$ cat config.mk
export PLATFORM = sky130hd
export DESIGN_NAME = periph_bus_arbiter_flat
export DESIGN_NICKNAME = d
export VERILOG_FILES = /design/src/rtl/periph_bus_arbiter_if.sv /design/src/rtl/periph_bus_arbiter.sv /design/src/flat_wrapper.sv
export SDC_FILE = /design/constraint.sdc
export NUM_CORES = 1
export LEC_CHECK = 0
export ABC_AREA = 1
export CAP_MARGIN = 20
export CORE_AREA = 2 2 155 157
export DETAILED_ROUTE_END_ITERATION = 10
export DIE_AREA = 0 0 157 159
export SYNTH_ARGS = -nofsm -noshare
export SYNTH_HDL_FRONTEND = slang
export SYNTH_SLANG_ARGS = --single-unit
$ cat constraint.sdc
create_clock -name clk -period 3.4 [get_ports clk]
set_input_delay 0.68 -clock clk [delete_from_list [all_inputs] [get_ports clk]]
set_output_delay 0.68 -clock clk [all_outputs]
set_load 0.05 [all_outputs]
$ cat src/rtl/periph_bus_arbiter_if.sv
// Bus bundle for the peripheral arbiter: two requester ports plus the shared slave bus.
// "master" is the arbiter's view; "slave" is the environment (requesters and slaves).
`timescale 1ns/1ps
interface periph_bus_arbiter_if #(
    parameter int NSLV = 4
);
    logic              m0_req;
    logic              m1_req;
    logic              m0_wr;
    logic              m1_wr;
    logic [31:0]       m0_addr;
    logic [31:0]       m1_addr;
    logic [31:0]       m0_wdata;
    logic [31:0]       m1_wdata;
    logic              m0_ack;
    logic              m1_ack;
    logic              m0_err;
    logic              m1_err;
    logic [31:0]       m0_rdata;
    logic [31:0]       m1_rdata;
    logic [NSLV-1:0]   s_cs;
    logic              s_wr;
    logic [31:0]       s_addr;
    logic [31:0]       s_wdata;
    logic [NSLV*32-1:0] s_rdata;

    modport master (
        input  m0_req, m1_req, m0_wr, m1_wr, m0_addr, m1_addr, m0_wdata, m1_wdata, s_rdata,
        output m0_ack, m1_ack, m0_err, m1_err, m0_rdata, m1_rdata, s_cs, s_wr, s_addr, s_wdata
    );

    modport slave (
        output m0_req, m1_req, m0_wr, m1_wr, m0_addr, m1_addr, m0_wdata, m1_wdata, s_rdata,
        input  m0_ack, m1_ack, m0_err, m1_err, m0_rdata, m1_rdata, s_cs, s_wr, s_addr, s_wdata
    );
endinterface

$ cat src/rtl/periph_bus_arbiter.sv
// Two-master round-robin arbiter for the peripheral register bus with one-hot slave decode,
// a fixed IDLE -> ACCESS -> DONE handshake, registered read data and a decode-error flag.
`timescale 1ns/1ps
module periph_bus_arbiter #(
    parameter int          NSLV = 4,
    parameter logic [31:0] BASE = 32'h4000_0000
) (
    input  logic                  clk,
    input  logic                  rst,
    periph_bus_arbiter_if.master  bus
);
    typedef enum logic [1:0] {IDLE, ACCESS, DONE} state_t;

    state_t            state_q, state_d;
    logic              last_q, last_d;
    logic              win_q, win_d;
    logic [NSLV-1:0]   cs_q, cs_d;
    logic              wr_q, wr_d;
    logic [31:0]       addr_q, addr_d;
    logic [31:0]       wdata_q, wdata_d;
    logic [1:0]        ack_q, ack_d;
    logic [1:0]        err_q, err_d;
    logic [1:0][31:0]  rdata_q, rdata_d;

    logic              sel1;
    logic              req_wr;
    logic [31:0]       req_addr;
    logic [31:0]       req_wdata;
    logic [19:0]       page;
    logic [NSLV-1:0]   dec;
    logic [31:0]       slv_rd;

    // Winner selection and decode of the winner's address; last_q=1 favours master 0 on a tie.
    always_comb begin
        sel1      = bus.m1_req && (!bus.m0_req || !last_q);
        req_wr    = sel1 ? bus.m1_wr    : bus.m0_wr;
        req_addr  = sel1 ? bus.m1_addr  : bus.m0_addr;
        req_wdata = sel1 ? bus.m1_wdata : bus.m0_wdata;
        page      = req_addr[31:12] - BASE[31:12];
        dec       = '0;
        for (int k = 0; k < NSLV; k++) begin
            if (page == 20'(k)) dec[k] = 1'b1;
        end
        slv_rd = '0;
        for (int k = 0; k < NSLV; k++) begin
            if (cs_q[k]) slv_rd = bus.s_rdata[k*32 +: 32];
        end
    end

    always_comb begin
        state_d = state_q;
        last_d  = last_q;
        win_d   = win_q;
        cs_d    = '0;
        wr_d    = 1'b0;
        addr_d  = '0;
        wdata_d = '0;
        ack_d   = '0;
        err_d   = '0;
        rdata_d = rdata_q;
        case (state_q)
            IDLE: begin
                if (bus.m0_req || bus.m1_req) begin
                    last_d = sel1;
                    win_d  = sel1;
                    cs_d   = dec;
                    if (|dec) begin
                        wr_d    = req_wr;
                        addr_d  = {20'b0, req_addr[11:0]};
                        wdata_d = req_wdata;
                    end
                    state_d = ACCESS;
                end
            end
            ACCESS: begin
                ack_d[win_q] = 1'b1;
                err_d[win_q] = ~|cs_q;
                // An empty select means the latched address missed every window.
                if (~|cs_q)     rdata_d[win_q] = '0;
                else if (!wr_q) rdata_d[win_q] = slv_rd;
                state_d = DONE;
            end
            DONE:    state_d = IDLE;
            default: state_d = IDLE;
        endcase
    end

    always_ff @(posedge clk or negedge rst) begin
        if (!rst) begin
            state_q <= IDLE;
            last_q  <= 1'b1;
            win_q   <= 1'b0;
            cs_q    <= '0;
            wr_q    <= 1'b0;
            addr_q  <= '0;
            wdata_q <= '0;
            ack_q   <= '0;
            err_q   <= '0;
            rdata_q <= '0;
        end else begin
            state_q <= state_d;
            last_q  <= last_d;
            win_q   <= win_d;
            cs_q    <= cs_d;
            wr_q    <= wr_d;
            addr_q  <= addr_d;
            wdata_q <= wdata_d;
            ack_q   <= ack_d;
            err_q   <= err_d;
            rdata_q <= rdata_d;
        end
    end

    assign bus.m0_ack   = ack_q[0];
    assign bus.m1_ack   = ack_q[1];
    assign bus.m0_err   = err_q[0];
    assign bus.m1_err   = err_q[1];
    assign bus.m0_rdata = rdata_q[0];
    assign bus.m1_rdata = rdata_q[1];
    assign bus.s_cs     = cs_q;
    assign bus.s_wr     = wr_q;
    assign bus.s_addr   = addr_q;
    assign bus.s_wdata  = wdata_q;
endmodule

$ cat src/flat_wrapper.sv
// flat-port wrapper written by rule: the top's interface ports become plain ports
module periph_bus_arbiter_flat 
#(
    parameter int          NSLV = 4,
    parameter logic [31:0] BASE = 32'h4000_0000
)
  (clk, rst, bus_m0_req, bus_m1_req, bus_m0_wr, bus_m1_wr, bus_m0_addr, bus_m1_addr, bus_m0_wdata, bus_m1_wdata, bus_s_rdata, bus_m0_ack, bus_m1_ack, bus_m0_err, bus_m1_err, bus_m0_rdata, bus_m1_rdata, bus_s_cs, bus_s_wr, bus_s_addr, bus_s_wdata);
  periph_bus_arbiter_if #(.NSLV(NSLV)) bus_i ();
  input  logic clk;
  input  logic rst;
  input wire logic [$bits(bus_i.m0_req)-1:0] bus_m0_req;
  input wire logic [$bits(bus_i.m1_req)-1:0] bus_m1_req;
  input wire logic [$bits(bus_i.m0_wr)-1:0] bus_m0_wr;
  input wire logic [$bits(bus_i.m1_wr)-1:0] bus_m1_wr;
  input wire logic [$bits(bus_i.m0_addr)-1:0] bus_m0_addr;
  input wire logic [$bits(bus_i.m1_addr)-1:0] bus_m1_addr;
  input wire logic [$bits(bus_i.m0_wdata)-1:0] bus_m0_wdata;
  input wire logic [$bits(bus_i.m1_wdata)-1:0] bus_m1_wdata;
  input wire logic [$bits(bus_i.s_rdata)-1:0] bus_s_rdata;
  output wire logic [$bits(bus_i.m0_ack)-1:0] bus_m0_ack;
  output wire logic [$bits(bus_i.m1_ack)-1:0] bus_m1_ack;
  output wire logic [$bits(bus_i.m0_err)-1:0] bus_m0_err;
  output wire logic [$bits(bus_i.m1_err)-1:0] bus_m1_err;
  output wire logic [$bits(bus_i.m0_rdata)-1:0] bus_m0_rdata;
  output wire logic [$bits(bus_i.m1_rdata)-1:0] bus_m1_rdata;
  output wire logic [$bits(bus_i.s_cs)-1:0] bus_s_cs;
  output wire logic [$bits(bus_i.s_wr)-1:0] bus_s_wr;
  output wire logic [$bits(bus_i.s_addr)-1:0] bus_s_addr;
  output wire logic [$bits(bus_i.s_wdata)-1:0] bus_s_wdata;
  assign bus_i.m0_req = bus_m0_req;
  assign bus_i.m1_req = bus_m1_req;
  assign bus_i.m0_wr = bus_m0_wr;
  assign bus_i.m1_wr = bus_m1_wr;
  assign bus_i.m0_addr = bus_m0_addr;
  assign bus_i.m1_addr = bus_m1_addr;
  assign bus_i.m0_wdata = bus_m0_wdata;
  assign bus_i.m1_wdata = bus_m1_wdata;
  assign bus_i.s_rdata = bus_s_rdata;
  assign bus_m0_ack = bus_i.m0_ack;
  assign bus_m1_ack = bus_i.m1_ack;
  assign bus_m0_err = bus_i.m0_err;
  assign bus_m1_err = bus_i.m1_err;
  assign bus_m0_rdata = bus_i.m0_rdata;
  assign bus_m1_rdata = bus_i.m1_rdata;
  assign bus_s_cs = bus_i.s_cs;
  assign bus_s_wr = bus_i.s_wr;
  assign bus_s_addr = bus_i.s_addr;
  assign bus_s_wdata = bus_i.s_wdata;
  periph_bus_arbiter #(.NSLV(NSLV), .BASE(BASE)) u_core (.clk(clk), .rst(rst), .bus(bus_i));
endmodule
; Word level (Yosys, flattened, before mapping)
; Index checks and enable logic that the tools add are counted.
[word_totals]
register_bits = 141
output_inout_bits = 137
elab_cells = 69
[op_classes]
addsub = 1
order_cmp = 2
n_eq_ne = 6
mux = 33
bitwise_logic = 3
n_reduce_logical = 13
[op_table]
columns = operator, n
row1 = $mux 32, 12
row2 = $mux 64, 2
row3 = $and 64x64->64, 1
row4 = $bwmux 64, 1
row5 = $not 64->64, 1
row6 = $eq 20x2->1 const B, 2
row7 = $demux 32 s1, 1
row8 = $eq 20x1->1 const B, 1
row9 = $logic_not 20->1, 1
row10 = $sub 20x19->20 const B, 1
row11 = $mux 12, 1
row12 = $mux 1, 9
row13 = $mux 4, 2
row14 = $reduce_or 4->1, 2
row15 = $mux 2, 3
row16 = $pmux 2 s2, 1
row17 = $reduce_and 2->1, 2
row18 = $logic_not 1->1, 3
row19 = $and 2x2->2, 1
row20 = $eq 2x1->1 const B, 1
row21 = $logic_and 1x1->1, 2
row22 = $logic_not 2->1, 1
row23 = $logic_or 1x1->1, 2
row24 = $lt 1x2->1 const B, 1
row25 = 4 further kinds, 4

; Logic depth before layout (Yosys ltp)
; Gate-level depths: netlist (run 1).
[logic_depth]
word_depth = 11
depth_mapped = 9
ltp_nobuf = 8

; Least setup slack after synthesis (run 1)
; OpenSTA, ideal clock, no wires.
[synth_timing]
path_kind = register to register
start = register u_core.cs_q[1] (netlist: u_core.bus.s_cs[1])
end = register u_core.rdata_q (netlist bit u_core.bus.m0_rdata[10])
setup_time_ns = 0.118
arrival_ns = 1.472
required_time_ns = 3.282
setup_slack_ns = 1.811
stages_incl_launch_ff = 9
n_path_buf = 3
synth_period_minus_slack_ns = 1.589
cell_sequence = dfrtp_1 -> buf_4 -> inv_2 -> buf_6 -> buf_6 -> o211ai_1 -> nand2_1 -> nand3_1 -> nand2_1
[synth_between]
elab_chain_len = 6
elab_cells_between_ends = 9
classes_between = 1 x eq/ne / 6 x mux / 2 x reduce/logical
[synth_rtl]
columns = element, line_no
row1 = start: declaration, periph_bus_arbiter.sv:17  ; logic [NSLV-1:0] cs_q, cs_d;
row2 = start signal: assignment, periph_bus_arbiter.sv:104  ; cs_q <= cs_d;
row3 = $mux 32 (3 in series), periph_bus_arbiter.sv:46  ; if (cs_q[k]) slv_rd = bus.s_rdata[k*32 +: 32];
row4 = $bwmux 64, periph_bus_arbiter.sv:80  ; else if (!wr_q) rdata_d[win_q] = slv_rd;
row5 = $mux 64, periph_bus_arbiter.sv:80
row6 = $mux 64, periph_bus_arbiter.sv:79  ; if (~|cs_q) rdata_d[win_q] = '0;
row7 = end signal: assignment, periph_bus_arbiter.sv:110  ; rdata_q <= rdata_d;
row8 = end: declaration, periph_bus_arbiter.sv:23  ; logic [1:0][31:0] rdata_q, rdata_d;
; Several ways; a longest one is shown, not always the timed one. The select of a mux whose other input is x is not followed.
; A chain may end at the register's enable or synchronous reset.

; Final worst setup path (run 1)
[layout_timing]
start = register u_core.cs_q[1] (netlist: u_core.bus.s_cs[1])
end = output bus_s_cs[1]
[layout_rtl]
columns = element, line_no
row1 = end: declaration, flat_wrapper.sv:26  ; output wire logic [$bits(bus_i.s_cs)-1:0] bus_s_cs;
; No word-level cell between the ends.

==> flow_summary_export.csv, run 1 <==
group,metric,value,unit
status,outcome,"completed",
setup_path,rrSetupSlack,1.42,ns
setup_path,end_kind,"primary output",
clocking,post_cts_buffers,0,
setup_path,critical_path_required,2.72,ns
timing,setup_slack,0.898,ns
power,power_density,471,nW/um^2
timing,fin_crit,2.50,ns
clocking,cts_hold_buf,0,
routing,ant_nets,0,
clocking,postCtsResizedCells,0,
clocking,cts_tree,"done",
routing,finalWirelength,26400,um
logic_synthesis,synth.top_cells.by_count,"295 x nand2_1, 120 x dfrtp_1, 69 x o211ai_1",
routing,drc,0,
die,ios,399,
die,dieHeight,159,um
routing,firstDrtPassIters,4,
clocking,cts_buffer_depth,2,
timing,tightest_slew,0.809,ns
timing,setup_tns,0,ns
timing,clock-skew-final,0.00996,ns
routing,dr.first_iter.drc_count,298,
global_routing,grt_use_total,20.9,%
timing,slew_viol_final,0,
setup_path,r2r_start,"u_core.bus.s_cs[0]",
setup_path,critPathKind,"reg -> out",
run,cap_violations,0,
placed_design,placed_area,10400,sq um
finish,antenna_cells,0,
min_path,hp-class,"in -> async",
clocking,cts-htree-levels,4,
global_routing,antenna_found_initial,0,
timing,holdWs,0.244,ns
global_routing,grt_max_degree,67,
logic_synthesis,yosys_warnings,0,
clocking,root_buffer,"clkbuf_16",
logic_synthesis,synth.avg_cell_area,7.84,sq um
setup_path,r2r_end,"u_core.bus.m0_rdata[20]",
placed_design,gp_congestion,0.783,
finish,fin_area,11000,sq um
setup_path,crit_start,"u_core.bus.s_cs[1]",
logic_synthesis,synth_ff_type,"dfrtp_1",
finish,nNetsFinal,1459,
die,core_area,23200,sq um
clocking,clk_pin_slew,0.06,ns
global_routing,grt_pass1_vias,6796,
logic_synthesis,yosysMostFrequentCell,"nand2_1",
timing,setup_viol,0,
global_routing,overflow,0,
die,die_area,25000,sq um
setup_path,rr_worst_depth,7,
routing,vias_per_cell,4.43,
placed_design,dp_hpwl,19500,um
routing,routedWlPerCell,17.3,um
power,p_leak,5.06,nW
die,start_util,28.6,%
logic_synthesis,synth_area_leaders,"dfrtp_1 45%, nand2_1 17%, o211ai_1 7.8%, nand3_1 4.4%, nor2_1 3.6%",
setup_path,arrival,1.82,ns
setup_path,startpoint_type,"flop",
logic_synthesis,syn_area,6640,sq um
clocking,cts_buffers,17,
logic_synthesis,synth_cell_types,28,
timing,finalHoldViolCount,0,
timing,fmax,0.400,GHz
logic_synthesis,syn_inst,847,
logic_synthesis,synth_top_area_share,45.2,%
timing,rsz0062_at_grt,"false",
placed_design,io_buffers,378,
timing,period_share,73.6,%
die,num_rows,56,
logic_synthesis,ys_seq_area_share,45.6,%
setup_path,worstPathMaxFanout,10,
logic_synthesis,async_flop_share,100,%
logic_synthesis,synth_area_leader_cell,"dfrtp_1",
finish,area_growth,65.2,%
finish,drive_gt1_share,9.50,%
placed_design,pre_cts_slack,0.461,ns
logic_synthesis,ys_seq_elements,121,
power,vdd_drop_max,0.000289,V
clocking,clock_latency,0.42,ns
timing,maxSlewHeadroom,46.0,%
global_routing,grt_pass1_wl,39100,um
die,die_w,157,um
clocking,clock_sinks,121,
power,finalPower,5.16,mW
routing,vias,6780,
logic_synthesis,synth_edf_count,0,
[worst max-delay path: stages (launching register included)]
cell             delay [ns]
dfrtp_1                0.32
buf_4                  0.23
clkdlybuf4s50_1        0.86
[layout make-up]
class                      count  area (sq um)
clock inverter                14           101
timing repair buffer         388          3870
tap                          319           399
inverter                      40           153
clock buffer                  18           429
sequential                   121          3030
multi-input combinational    629          2980
fill                        2388         12200
[routing by layer]
| layer | wire length (um) | GRT usage [%] | vias up |
|---|---|---|---|
| li1 | - | - | 3375 |
| met1 | 10100 | 22.8 | 3117 |
| met2 | 13600 | 38.5 | 276 |
| met3 | 2510 | 7.21 | 12 |
| met4 | 216 | 4.80 | 0 |
| met5 | 0 | 0 | - |
[cells by family after synthesis]
kind of cell / Yosys count / share of synthesized area (%)
simple gates: 504 / 33.2
flops: 121 / 45.6
buf+inv: 116 / 10.5
compound gates: 105 / 10.6
other cells: 1 / 0.0565
[state kept, by name, summed over array words and instances (netlist names)]
name and count:
u_core.err_q 2, u_core.ack_q 2, u_core.bus.s_cs 4, u_core.last_q 1, u_core.bus.m0_rdata 32, u_core.state_q 2, u_core.bus.s_wr 1, u_core.bus.s_addr 12
u_core.bus.m1_rdata 32, u_core.win_q 1, u_core.bus.s_wdata 32
[how the worst max path moves through the flow]
stage	to	slack, ns
2_1_floorplan	u_core.bus.m0_rdata[10]	1.81
3_3_place_gp	u_core.bus.s_cs[0]	0.39
3_5_place_dp	u_core.bus.s_cs[0]	0.46
4_1_cts	bus_s_cs[1]	0.84
5_1_grt	bus_s_cs[1]	0.85
6_report	bus_s_cs[1]	0.90
[per-stage QoR]
stage,cells,utilization (%)
3_5_place_dp,1497,45.0
3_3_place_gp,1497,45.0
6_report,1529,47.3
5_1_grt,1529,47.3
4_1_cts,1529,47.3
2_1_floorplan,866,-
[layout by cell type, fill, tap and decap left out, types with 2 or more instances in the layout]
cell and n:
a21oi_1 33, inv_6 2, nor2_1 63, inv_2 6
nand3_1 58, nand2_1 295, nand2_4 2, or2_0 17
or2_2 25, nor2_4 2, nor2_2 27, clkinv_2 4
buf_4 9, clkbuf_16 17, o21ai_0 2, inv_1 33
or2_1 5, clkdlybuf4s50_1 377, dfrtp_1 119, clkinv_4 3
clkinvlp_4 5, nor3_1 2, o211ai_1 69, nand2_2 6
conb_1 20
[power breakdown]
part           internal (mW)  switching [mW]  leakage (nW)
logic                  0.691            1.16          3.14
clock network          0.931           0.699         0.248
registers               1.60          0.0873          1.67
total                   3.22            1.94          5.06
Power figures use the tool's default switching activity.
==> run 2: changes to the inputs <==
--- a/config.mk
+++ b/config.mk
@@ -7,9 +7,9 @@
 export LEC_CHECK = 0
 export ABC_AREA = 1
 export CAP_MARGIN = 20
-export CORE_AREA = 2 2 155 157
+export CORE_AREA = 2 2 157 159
 export DETAILED_ROUTE_END_ITERATION = 10
-export DIE_AREA = 0 0 157 159
+export DIE_AREA = 0 0 159 161
 export SYNTH_ARGS = -nofsm -noshare
 export SYNTH_HDL_FRONTEND = slang
 export SYNTH_SLANG_ARGS = --single-unit
==> constraint.sdc (replaced) <==
create_clock -name clk -period 2.4 [get_ports clk]
set_input_delay 0.48 -clock clk [delete_from_list [all_inputs] [get_ports clk]]
set_output_delay 0.48 -clock clk [all_outputs]
set_load 0.05 [all_outputs]
==> run 2 against run 1 <==
Non-clock buffer count grew 4. Flip-flop and latch count did not move. Worst hold slack improved by 0.17 ns. Critical path depth shrank 1. Die area grew 2.5%. Critical endpoint is now bus_m1_rdata[28].
==> flow_summary_export.csv, run 2 (synthesized netlist as in run 1, its figures left out) <==
group,metric,value,unit
timing,clock-skew-final,0.0115,ns
timing,fin_crit,2.10,ns
timing,finalHoldViolCount,0,
finish,stdcell_count,1538,
setup_path,worstPathMaxFanout,2,
setup_path,critical_path_required,1.92,ns
setup_path,end_kind,"primary output",
setup_path,critPathKind,"reg -> out",
setup_path,startpoint_type,"flop",
global_routing,grt_max_degree,70,
global_routing,overflow,0,
setup_path,critical-path-max-stage-delay,0.84,ns
placed_design,dp_hpwl,20000,um
power,finalPower,7.40,mW
clocking,cts-htree-levels,4,
power,p_leak,5.12,nW
setup_path,rr_worst_depth,6,
finish,layout_common_cells,"373 x clkdlybuf4s50_1, 295 x nand2_1, 119 x dfrtp_1, 69 x o211ai_1, 63 x nor2_1",
finish,final_common_cell,"clkdlybuf4s50_1",
power,power_density,667,nW/um^2
setup_path,arrival,1.62,ns
routing,drc,0,
global_routing,grt_use_total,20.8,%
timing,setup_slack,0.303,ns
die,die_w,159,um
routing,vias_per_cell,4.49,
run,cap_violations,0,
setup_path,path_depth,1,
die,die_area,25600,sq um
clocking,cts_buffer_depth,2,
global_routing,grt_pass1_wl,40700,um
timing,maxSlewHeadroom,47.3,%
finish,area_growth,67.1,%
timing,fmax,0.477,GHz
clocking,post_cts_buffers,0,
placed_design,pre_cts_slack,0.0191,ns
clocking,root_buffer,"clkbuf_16",
die,num_rows,57,
finish,final_core_util,46.3,%
timing,tightest_slew,0.788,ns
die,dieHeight,161,um
timing,rsz0062_at_grt,"false",
finish,fin_area,11100,sq um
global_routing,antenna_found_initial,0,
setup_path,crit_chain,"clkdlybuf4s50_1",
min_path,hp-class,"in -> async",
clocking,clock_latency,0.41,ns
power,vdd_drop_max,0.000453,V
finish,fillCellCount,2424,
setup_path,critical_path.slowest_cell,"clkdlybuf4s50_1",
routing,dr.first_iter.drc_count,312,
placed_design,gp_congestion,0.828,
routing,routedWlPerCell,17.4,um
placed_design,io_buffers,378,
timing,setup_tns,0,ns
setup_path,critical_path.top_delay_family,"buffers and inverters",
clocking,postCtsResizedCells,0,
clocking,clk_pin_slew,0.06,ns
timing,period_share,87.4,%
clocking,cts_buffers,17,
timing,setup_viol,0,
routing,vias,6903,
die,ios,399,
placed_design,placed_area,10500,sq um
setup_path,critPathBufInv,1,
status,outcome,"completed",
clocking,cts_tree,"done",
routing,ant_nets,0,
routing,finalWirelength,26800,um
clocking,cts_hold_buf,1,
die,core_area,24000,sq um
global_routing,grt_pass1_vias,6986,
finish,antenna_cells,0,
timing,holdWs,0.412,ns
routing,firstDrtPassIters,4,
finish,drive_gt1_share,10.0,%
finish,nNetsFinal,1463,
clocking,clock_sinks,121,
die,start_util,27.7,%
placed_design,placed_cells,1505,
timing,slew_viol_final,0,
run 2: power breakdown:
part           switching [mW]  total, mW  internal (mW)
clock network            1.01       2.36           1.35
logic                    1.66       2.65          0.990
registers               0.123       2.39           2.27
run 2: cell type report:
type,instances,area (sq um),area share (%)
inverter,40,153,1.38
tap,324,405,3.65
clock inverter,13,97.6,0.880
sequential,121,3030,27.3
timing repair buffer,392,3980,35.9
clock buffer,19,443,3.99
multi-input combinational,629,2980,26.9
run 2: worst reg2reg max path, stage by stage, from the launching register on:
cell,delay (ns)
dfrtp_1,0.38
inv_2,0.28
nand3_2,0.17
nand2_1,0.14
nand2_2,0.45
nand2_1,0.26
nand2_1,0.08
run 2: per-layer routing:
metal	GRT usage, %	vias up	wire (um)
met2	36.3	307	13400
met1	24.8	3190	10700
met4	5.87	0	395
met3	6.47	19	2330
li1	-	3387	-
met5	0	-	0
run 2: path summary, 6_finish.rpt:
kind                                            to                    start  slack, ns
max                               bus_m1_rdata[28]  u_core.bus.m1_rdata[28]       0.30
min                           u_core.bus.s_addr[9]                      rst       0.41
max reg2reg                u_core.bus.m0_rdata[13]       u_core.bus.s_cs[2]       0.53
min reg2reg                u_core.bus.m1_rdata[19]  u_core.bus.m1_rdata[19]       0.48
max in group asynchronous            u_core.last_q                      rst       1.40
min in group clk           u_core.bus.m1_rdata[19]  u_core.bus.m1_rdata[19]       0.48
==> run 3: changes to the inputs <==
--- a/config.mk
+++ b/config.mk
@@ -7,9 +7,10 @@
 export LEC_CHECK = 0
 export ABC_AREA = 1
 export CAP_MARGIN = 20
-export CORE_AREA = 2 2 157 159
+export CORE_AREA = 2 2 153 155
 export DETAILED_ROUTE_END_ITERATION = 10
-export DIE_AREA = 0 0 159 161
+export DIE_AREA = 0 0 155 157
+export DONT_BUFFER_PORTS = 1
 export SYNTH_ARGS = -nofsm -noshare
 export SYNTH_HDL_FRONTEND = slang
 export SYNTH_SLANG_ARGS = --single-unit
==> run 3 against run 2 <==
The flow now finishes with violations (hold timing). Sequential share of layout area grew 14 points. Largest power group is now sequential cells. Critical path type is now reg -> reg. Clock skew grew 0.0013 ns. Core utilization shrank 14 points. First-iteration DRC count shrank 11%. Die area shrank 4.9%. Total power shrank 6.9%. Combinational power shrank 56%. Register-to-register slack lost 0.07 ns. Clock-buffer cell count grew 1. Critical path depth grew 7. Global-route usage shrank 3.2 points. Largest cell class is now sequential cells. Cell area shrank 34%.
==> flow_summary_export.csv, run 3 (synthesized netlist as in run 1, its figures left out) <==
group,metric,value,unit
clocking,postCtsResizedCells,0,
finish,drive_gt1_share,14.9,%
routing,routedWlPerCell,19.9,um
global_routing,grt_pass1_wl,31800,um
finish,area_growth,10.7,%
placed_design,dp_hpwl,16500,um
setup_path,r2r_end,"u_core.bus.s_wdata[14]",
routing,finalWirelength,22400,um
routing,vias,5487,
finish,regArea,3030,sq um
timing,slew_viol_final,0,
setup_path,arrival,2.26,ns
run,cap_violations,0,
setup_path,startpoint_type,"flop",
global_routing,antenna_found_initial,3,
timing,holdWs,-0.242,ns
setup_path,rrSetupSlack,0.46,ns
timing,rsz0062_at_grt,"false",
status,violations,"hold timing",
timing,maxSlewHeadroom,57.2,%
timing,fin_crit,1.94,ns
finish,fillCellCount,2387,
die,dieHeight,157,um
routing,dr.first_iter.drc_count,279,
global_routing,grt_max_degree,122,
timing,period_share,80.8,%
setup_path,crit_chain,"nand2_2, nand2_4, inv_4, nor2_2, nand2_1, nand2_2, nand2_4, nor2_1",
routing,ant_nets,0,
die,core_area,22500,sq um
placed_design,gp_congestion,0.907,
clocking,post_cts_buffers,0,
power,p_clk_share,38.3,%
routing,firstDrtPassIters,5,
clocking,root_buffer,"clkbuf_16",
setup_path,critical-path-max-stage-delay,0.53,ns
timing,clock-skew-final,0.0128,ns
finish,multi_input_area,2980,sq um
timing,setup_viol,0,
power,share_seq_of_total_power,44.9,%
clocking,cts_buffers,17,
clocking,clk_pin_slew,0.07,ns
setup_path,worstPathMaxFanout,45,
setup_path,rr_worst_depth,8,
power,switching_share,38.2,%
power,p_leak,3.73,nW
finish,final_common_cell,"nand2_1",
die,start_util,29.5,%
clocking,cts_buffer_depth,2,
setup_path,critPathKind,"reg -> reg",
timing,tightest_slew,0.642,ns
die,num_rows,55,
finish,layout_common_cells,"295 x nand2_1, 117 x dfrtp_1, 69 x o211ai_1, 63 x nor2_1, 58 x nand3_1",
clocking,clock_sinks,121,
clocking,cts-htree-levels,4,
setup_path,end_kind,"flop",
timing,fmax,0.516,GHz
placed_design,io_buffers,0,
routing,vias_per_cell,4.86,
power,internal-power,4.26,mW
die,die_w,155,um
finish,stdcell_count,1128,
power,vdd_drop_max,0.000746,V
placed_design,placed_area,6740,sq um
clocking,clock_latency,0.41,ns
setup_path,critical_path.slowest_cell,"dfstp_2",
timing,finalHoldViolCount,121,
finish,nNetsFinal,1089,
global_routing,grt_use_total,17.6,%
clocking,cts_tree,"done",
die,ios,399,
global_routing,overflow,0,
timing,setup_tns,0,ns
power,finalPower,6.89,mW
min_path,hp-class,"in -> async",
setup_path,critical_path_required,2.73,ns
power,p_sw,2.63,mW
status,outcome,"finished, violations left",
finish,fin_area,7350,sq um
power,power_density,937,nW/um^2
setup_path,r2r_start,"u_core.last_q",
placed_design,placed_cells,1093,
global_routing,grt_pass1_vias,5273,
routing,drc,0,
die,die_area,24300,sq um
power,combPwrFrac,16.8,%
==> run 3: cell types whose count changed in the layout (fill, tap and decap cells not counted), sizes merged <==
| cell | delta |
|---|---|
| bufinv | +2 |
| clkbuf | +1 |
| clkdlybuf4s50 | -373 |
| clkinv | -4 |
| diode | +3 |
| dlygate4sd3 | -1 |
| inv | +1 |
==> run 3: per-stage QoR <==
stage               worst slack, ns  utilization (%)
finish                        0.461             32.7
CTS                           0.456             32.6
global route                  0.300             32.7
floorplan                     0.811                -
detailed placement            0.441             29.9
global placement              0.493             29.9
==> run 3: worst max-delay path, delay by kind of cell, from the launching register on <==
family	cells	cell delay (ns)
buf+inv	1	0.16
simple gates	7	1.14
flops	1	0.53
==> run 3: how the worst max path moves through the flow <==
stage                                   end  cells after the start  slack, ns          startpoint
finish               u_core.bus.s_wdata[14]                      8       0.46       u_core.last_q
global route         u_core.bus.s_wdata[28]                      8       0.30       u_core.last_q
CTS                  u_core.bus.s_wdata[29]                      8       0.46       u_core.last_q
detailed placement   u_core.bus.s_wdata[29]                      8       0.44          bus_m0_req
global placement     u_core.bus.s_wdata[25]                      8       0.49          bus_m0_req
floorplan           u_core.bus.m0_rdata[10]                      8       0.81  u_core.bus.s_cs[1]
==> run 3: power by group through the flow <==
stage | Combinational, mW | Clock, mW | Sequential (mW)
after floorplan | 0.995 | 0 | 3.07
after global placement | 1.16 | 0 | 3.13
after detailed placement | 1.17 | 0 | 3.13
after CTS | 1.17 | 2.72 | 3.09
after global routing | 1.29 | 2.82 | 3.11
final | 1.16 | 2.64 | 3.09
==> run 3: layout make-up <==
type | count | area share, %
clock buffer | 20 | 6.35
timing repair buffer | 18 | 2.86
multi-input combinational | 629 | 40.6
clock inverter | 12 | 1.89
antenna | 3 | 0.102
sequential | 121 | 41.3
inverter | 40 | 2.08
tap | 285 | 4.85
==> run 3: per-layer routing <==
layer  up-vias  track usage [%]  part of all wire [%]
li1       2636                -                     -
met1      2524             20.2                    40
met2       304             31.8                    51
met3        23             4.13                   6.9
met4         0             6.70                   2.4
met5         -                0                     0
